===== src/rtl/spi_word_tx.sv =====
// SPI word transmitter: shifts a WIDTH-bit word out MSB-first on mosi while cs is low,
// collecting miso into a parallel word that is published on completion.
module spi_word_tx #(
    parameter int unsigned WIDTH        = 128,
    parameter int unsigned CLKS_PER_BIT = 1
) (
    input  logic             clk,
    input  logic             rst,
    input  logic             start,
    input  logic             abort,
    input  logic [WIDTH-1:0] tx_data,
    output logic             cs,
    output logic             mosi,
    input  logic             miso,
    output logic             busy,
    output logic             done,
    output logic [WIDTH-1:0] rx_data
);

    localparam int unsigned BitW = (WIDTH > 1) ? $clog2(WIDTH) : 1;
    localparam int unsigned CntW = (CLKS_PER_BIT > 1) ? $clog2(CLKS_PER_BIT) : 1;
    localparam logic [BitW-1:0] BitLast = BitW'(WIDTH - 1);
    localparam logic [CntW-1:0] ClkLast = CntW'(CLKS_PER_BIT - 1);

    typedef enum logic [1:0] {StIdle, StShift, StDone} state_e;

    state_e            state_q, state_d;
    logic [WIDTH-1:0]  tx_sh_q, tx_sh_d;
    logic [WIDTH-1:0]  rx_sh_q, rx_sh_d;
    logic [WIDTH-1:0]  rx_data_q, rx_data_d;
    logic [BitW-1:0]   bit_cnt_q, bit_cnt_d;
    logic [CntW-1:0]   clk_cnt_q, clk_cnt_d;
    logic              cs_q, cs_d;
    logic              mosi_q, mosi_d;
    logic              busy_q, busy_d;
    logic              done_q, done_d;
    logic [WIDTH-1:0]  rx_next;

    // miso enters at bit 0; the word fills MSB-first like the transmit side
    assign rx_next = {rx_sh_q[WIDTH-2:0], miso};

    // Next-state and registered-output logic; outputs are decided one cycle ahead
    always_comb begin
        state_d   = state_q;
        tx_sh_d   = tx_sh_q;
        rx_sh_d   = rx_sh_q;
        rx_data_d = rx_data_q;
        bit_cnt_d = bit_cnt_q;
        clk_cnt_d = clk_cnt_q;
        cs_d      = cs_q;
        mosi_d    = mosi_q;
        busy_d    = busy_q;
        done_d    = 1'b0;
        unique case (state_q)
            StIdle: begin
                cs_d   = 1'b1;
                mosi_d = 1'b0;
                busy_d = 1'b0;
                // start wins over abort here; abort only matters while shifting
                if (start) begin
                    state_d   = StShift;
                    tx_sh_d   = tx_data;
                    rx_sh_d   = '0;
                    bit_cnt_d = '0;
                    clk_cnt_d = '0;
                    cs_d      = 1'b0;
                    mosi_d    = tx_data[WIDTH-1];
                    busy_d    = 1'b1;
                end
            end
            StShift: begin
                if (abort) begin
                    state_d   = StIdle;
                    bit_cnt_d = '0;
                    clk_cnt_d = '0;
                    cs_d      = 1'b1;
                    mosi_d    = 1'b0;
                    busy_d    = 1'b0;
                end else if (clk_cnt_q == ClkLast) begin
                    clk_cnt_d = '0;
                    rx_sh_d   = rx_next;
                    tx_sh_d   = tx_sh_q << 1;
                    if (bit_cnt_q == BitLast) begin
                        state_d   = StDone;
                        bit_cnt_d = '0;
                        rx_data_d = rx_next;
                        cs_d      = 1'b1;
                        mosi_d    = 1'b0;
                        done_d    = 1'b1;
                    end else begin
                        bit_cnt_d = bit_cnt_q + BitW'(1);
                        mosi_d    = tx_sh_q[WIDTH-2];
                    end
                end else begin
                    clk_cnt_d = clk_cnt_q + CntW'(1);
                end
            end
            StDone: begin
                // start ignored: guarantees cs high for DONE plus one IDLE cycle
                state_d = StIdle;
                cs_d    = 1'b1;
                mosi_d  = 1'b0;
                busy_d  = 1'b0;
            end
            default: begin
                state_d = StIdle;
                cs_d    = 1'b1;
                mosi_d  = 1'b0;
                busy_d  = 1'b0;
            end
        endcase
    end

    // State and output registers with asynchronous reset
    always_ff @(posedge clk or posedge rst) begin
        if (rst) begin
            state_q   <= StIdle;
            tx_sh_q   <= '0;
            rx_sh_q   <= '0;
            rx_data_q <= '0;
            bit_cnt_q <= '0;
            clk_cnt_q <= '0;
            cs_q      <= 1'b1;
            mosi_q    <= 1'b0;
            busy_q    <= 1'b0;
            done_q    <= 1'b0;
        end else begin
            state_q   <= state_d;
            tx_sh_q   <= tx_sh_d;
            rx_sh_q   <= rx_sh_d;
            rx_data_q <= rx_data_d;
            bit_cnt_q <= bit_cnt_d;
            clk_cnt_q <= clk_cnt_d;
            cs_q      <= cs_d;
            mosi_q    <= mosi_d;
            busy_q    <= busy_d;
            done_q    <= done_d;
        end
    end

    assign cs      = cs_q;
    assign mosi    = mosi_q;
    assign busy    = busy_q;
    assign done    = done_q;
    assign rx_data = rx_data_q;

endmodule

===== config.mk =====
export PLATFORM = sky130hd
export DESIGN_NAME = spi_word_tx
export DESIGN_NICKNAME = d
export VERILOG_FILES = /design/src/rtl/spi_word_tx.sv
export SDC_FILE = /design/constraint.sdc
export NUM_CORES = 1
export LEC_CHECK = 0
export CAP_MARGIN = 20
export CORE_UTILIZATION = 58
export CTS_BUF_LIST = sky130_fd_sc_hd__clkbuf_2 sky130_fd_sc_hd__clkbuf_4 sky130_fd_sc_hd__clkbuf_8
export DETAILED_ROUTE_END_ITERATION = 12
export GPL_TIMING_DRIVEN = 0
export HOLD_SLACK_MARGIN = 0.1
export PLACE_DENSITY = 0.86
export RECOVER_POWER = 100
export SLEW_MARGIN = 40
export SYNTH_ARGS = -nofsm -noshare
export SYNTH_HDL_FRONTEND = slang
export SYNTH_SLANG_ARGS = --single-unit

===== constraint.sdc =====
create_clock -name clk -period 39.7 [get_ports clk]
set_input_delay 7.94 -clock clk [delete_from_list [all_inputs] [get_ports clk]]
set_output_delay 7.94 -clock clk [all_outputs]
set_load 0.005 [all_outputs]

==> results.toml <==
[run_status]
status = "finished, violations left"
violations = "max-capacitance violations, max-slew violations"

[worst_setup_path]
r2r_start = "state_q[1]"
required_ps = 39400
rr_endpoint = "rx_data[28]"
critPathKind = "input pin to async pin"
arrival_ps = 16420
crit_path_max_fanout = 87
start_kind = "input pin"
crit_path_end_kind = "async pin"
r2r_cells = 5
ff2ff_setup_slack_ps = 36690

[global_route]
grt_pass1_wl_um = 66400
grt_pass1_vias = 13400
grt_usage_pct = 28.8
gr-total-overflow = 0
grt_max_degree = 88
antenna_found_initial = 3

[finish]
layout-drive-gt1-share_pct = 12.9
syn2layout_area_growth_pct = 26.7
layout.nets = 2065
seq_area_um2 = 9890
multi_input_area_um2 = 5830
antennaDiodeCount = 0
fill_cells = 1818

[yosys]
synthCells = 1601
yosysUniqueCellTypes = 32
synth_top_cell_by_area = "dfrtp_1"
synth-main-ff-cell = "dfrtp_1"
postSynthNetCount = 1735
yosys-top-cells-area = "dfrtp_1 60%, nand2_1 9.0%, mux2_2 8.8%"
yosysTopAreaCellShare_pct = 60.4
yosys_register_bits = 395
synth_area_per_cell_um2 = 10.2
synth_edf_count = 0
yosysWarnings = 0
synth_area_um2 = 16300
ys_seq_area_share_pct = 60.6
synth-async-reset-ratio_pct = 100

[cts]
clk-insertion-delay-late_ps = 600
htree_levels = 2
root_buffer = "clkbuf_8"
cts_repair_resize_count = 0
cts_max_path_buffers = 3
cts_post_setup_buffers_inserted = 0
clock_sinks = 395
cts_tree = "yes"
clkSlewWorstSetupHoldPaths_ps = 60
numCtsBuffers = 60
holdBufCountCts = 0

[route]
maxUsedRoutingLayer = "met5"
wl_met1_um = 16500
wirelength_um = 40600
first_iter_violations = 1224
drtAntennaViolNets = 0
wl_met2_um = 20100
avgRoutedWirePerCell_um = 17.3
dr_wl_met3_um = 3070
dr.pass1.iters = 6
via_count = 13500
drc = 0
vias_per_cell = 5.75

[sta]
finalHoldViolations = 0
max_slew.worst_pin.slew_ps = 4300
clock_skew_ps = 23.0
clock.fmax_ghz = 0.0598
period_minus_slack_ps = 16720
finalCritPeriodShare_pct = 42.1
relSlewSlack_pct = -187
rsz0062_at_grt = "false"
hold_ws_ps = 492
setup_viol = 0
drv_slew = 404
tns_ps = 0

[pwr]
p_switching_uw = 272
p_seq_share_pct = 48.9
p_int_uw = 695
sw_frac_of_total_pct = 28.2
ir_worst_vdd_mv = 0.0344
p_clk_share_pct = 35.8
p_comb_share_pct = 15.3
p_leak_nw = 9.52
power.density_nw_per_um2 = 46.8

[placed_design]
gp_congestion = 0.869
detailed_place_hpwl_um = 28400
port_buffers = 264

[floorplanning]
num_rows = 61
io_pins = 265
start_util_pct = 58.9
core_area_um2 = 27700
die_y_um = 170
die-width_um = 170
die_area_um2 = 28800

[job]
max_cap_violations = 5

[hold_path]
hold_class = "flip-flop to flip-flop"
worstHoldEndpoint = "busy"
whs_path_depth = 2
min-delay-start = "busy"
## power by group through the flow
stage | registers, mW | logic [mW] | clock network (mW)
4_1_cts | 0.472 | 0.150 | 0.352
3_3_place_gp | 0.476 | 0.141 | 0
6_report | 0.473 | 0.148 | 0.347
3_5_place_dp | 0.478 | 0.149 | 0
2_1_floorplan | 0.472 | 0.102 | 0
5_1_grt | 0.477 | 0.166 | 0.369
## worst max-delay path: stages
cell	delay (ps)
dlygate4sd3_1	550
clkinvlp_2	1960
clkbuf_1	2680
clkbuf_1	3170
## cell usage after synthesis, types with 2 or more instances
library cell	instances
or3_1	2
a21oi_1	3
buf_1	15
o21ai_0	131
or3b_2	2
nand3_1	129
a31oi_1	127
dfrtp_1	394
buf_2	40
inv_1	5
nor3_1	128
a22o_1	2
clkbuf_1	86
nor2_1	2
o211ai_1	2
mux2_2	128
nand2_1	390
## worst max path at each step
| stage | startpoint | end | slack (ps) | depth (start not counted) |
|---|---|---|---|---|
| finish | rst | rx_data[87] | 22980 | 4 |
| global route | rst | rx_data[89] | 21090 | 4 |
| CTS | abort | tx_sh_q[23] | 29920 | 6 |
| detailed placement | abort | tx_sh_q[23] | 29270 | 6 |
| global placement | rst | rx_data[85] | 16680 | 2 |
| floorplan | rst | bit_cnt_q[0] | 20780 | 1 |
## final cells by class
| class | instances | share of cell area (%) |
|---|---|---|
| timing repair buffer | 268 | 12.8 |
| inverter | 5 | 0.0968 |
| buffer | 141 | 2.67 |
| multi-input combinational | 1060 | 28.2 |
| sequential | 395 | 47.8 |
| clock inverter | 11 | 0.478 |
| tap | 378 | 2.29 |
| clock buffer | 93 | 5.64 |
## flip-flops by register name (all words and copies together), names as in the netlist, 2 cells and up
signal     cells
bit_cnt_q      7
rx_data      128
rx_sh_q      127
state_q        2
tx_sh_q      127
## routing by layer
| layer | up-vias | GRT usage, % |
|---|---|---|
| met3 | 74 | 5.76 |
| met1 | 6627 | 37.6 |
| li1 | 6231 | - |
| met4 | 4 | 9.32 |
| met5 | - | 0 |
| met2 | 586 | 48.3 |
## layout by cell type, fill, tap and decap left out, types with 3 or more instances in the layout
| cell type | instances |
|---|---|
| clkbuf_8 | 75 |
| buf_2 | 18 |
| clkinvlp_4 | 3 |
| clkdlybuf4s50_1 | 129 |
| dlygate4sd3_1 | 135 |
| nor3_1 | 128 |
| mux2_2 | 128 |
| o21ai_0 | 131 |
| dfrtp_1 | 394 |
| nand3_1 | 129 |
| buf_1 | 15 |
| inv_1 | 4 |
| a31oi_1 | 127 |
| clkinv_2 | 6 |
| clkbuf_1 | 112 |
| a21oi_1 | 3 |
| nand2_1 | 391 |
| clkbuf_4 | 18 |
## through the flow
step           setup WS, ps  cells  total power, mW  util [%]  area (µm²)
6_report              22980   2351            0.968      74.7       20700
5_1_grt               21090   2351             1.01      74.7       20700
4_1_cts               29920   2351            0.974      75.2       20800
3_5_place_dp          29270   2247            0.627      70.6       19600
3_3_place_gp          16680   2243            0.617      70.2       19400
2_1_floorplan         20780   1601            0.573         -       16300
## logic make-up (layout without fill, tap and decap cells)
kind of cell	Yosys count	count (layout)	share of synthesized area (%)
and+or+nand+nor	661	661	17.5
DFF	395	395	60.6
AOI/OAI and AO/OA	269	269	9.37
buffers and inverters	146	518	3.66
muxes	129	129	8.89
adders and majority gates	1	1	0.0766
Note: power is estimated with default switching activity, not from simulation.
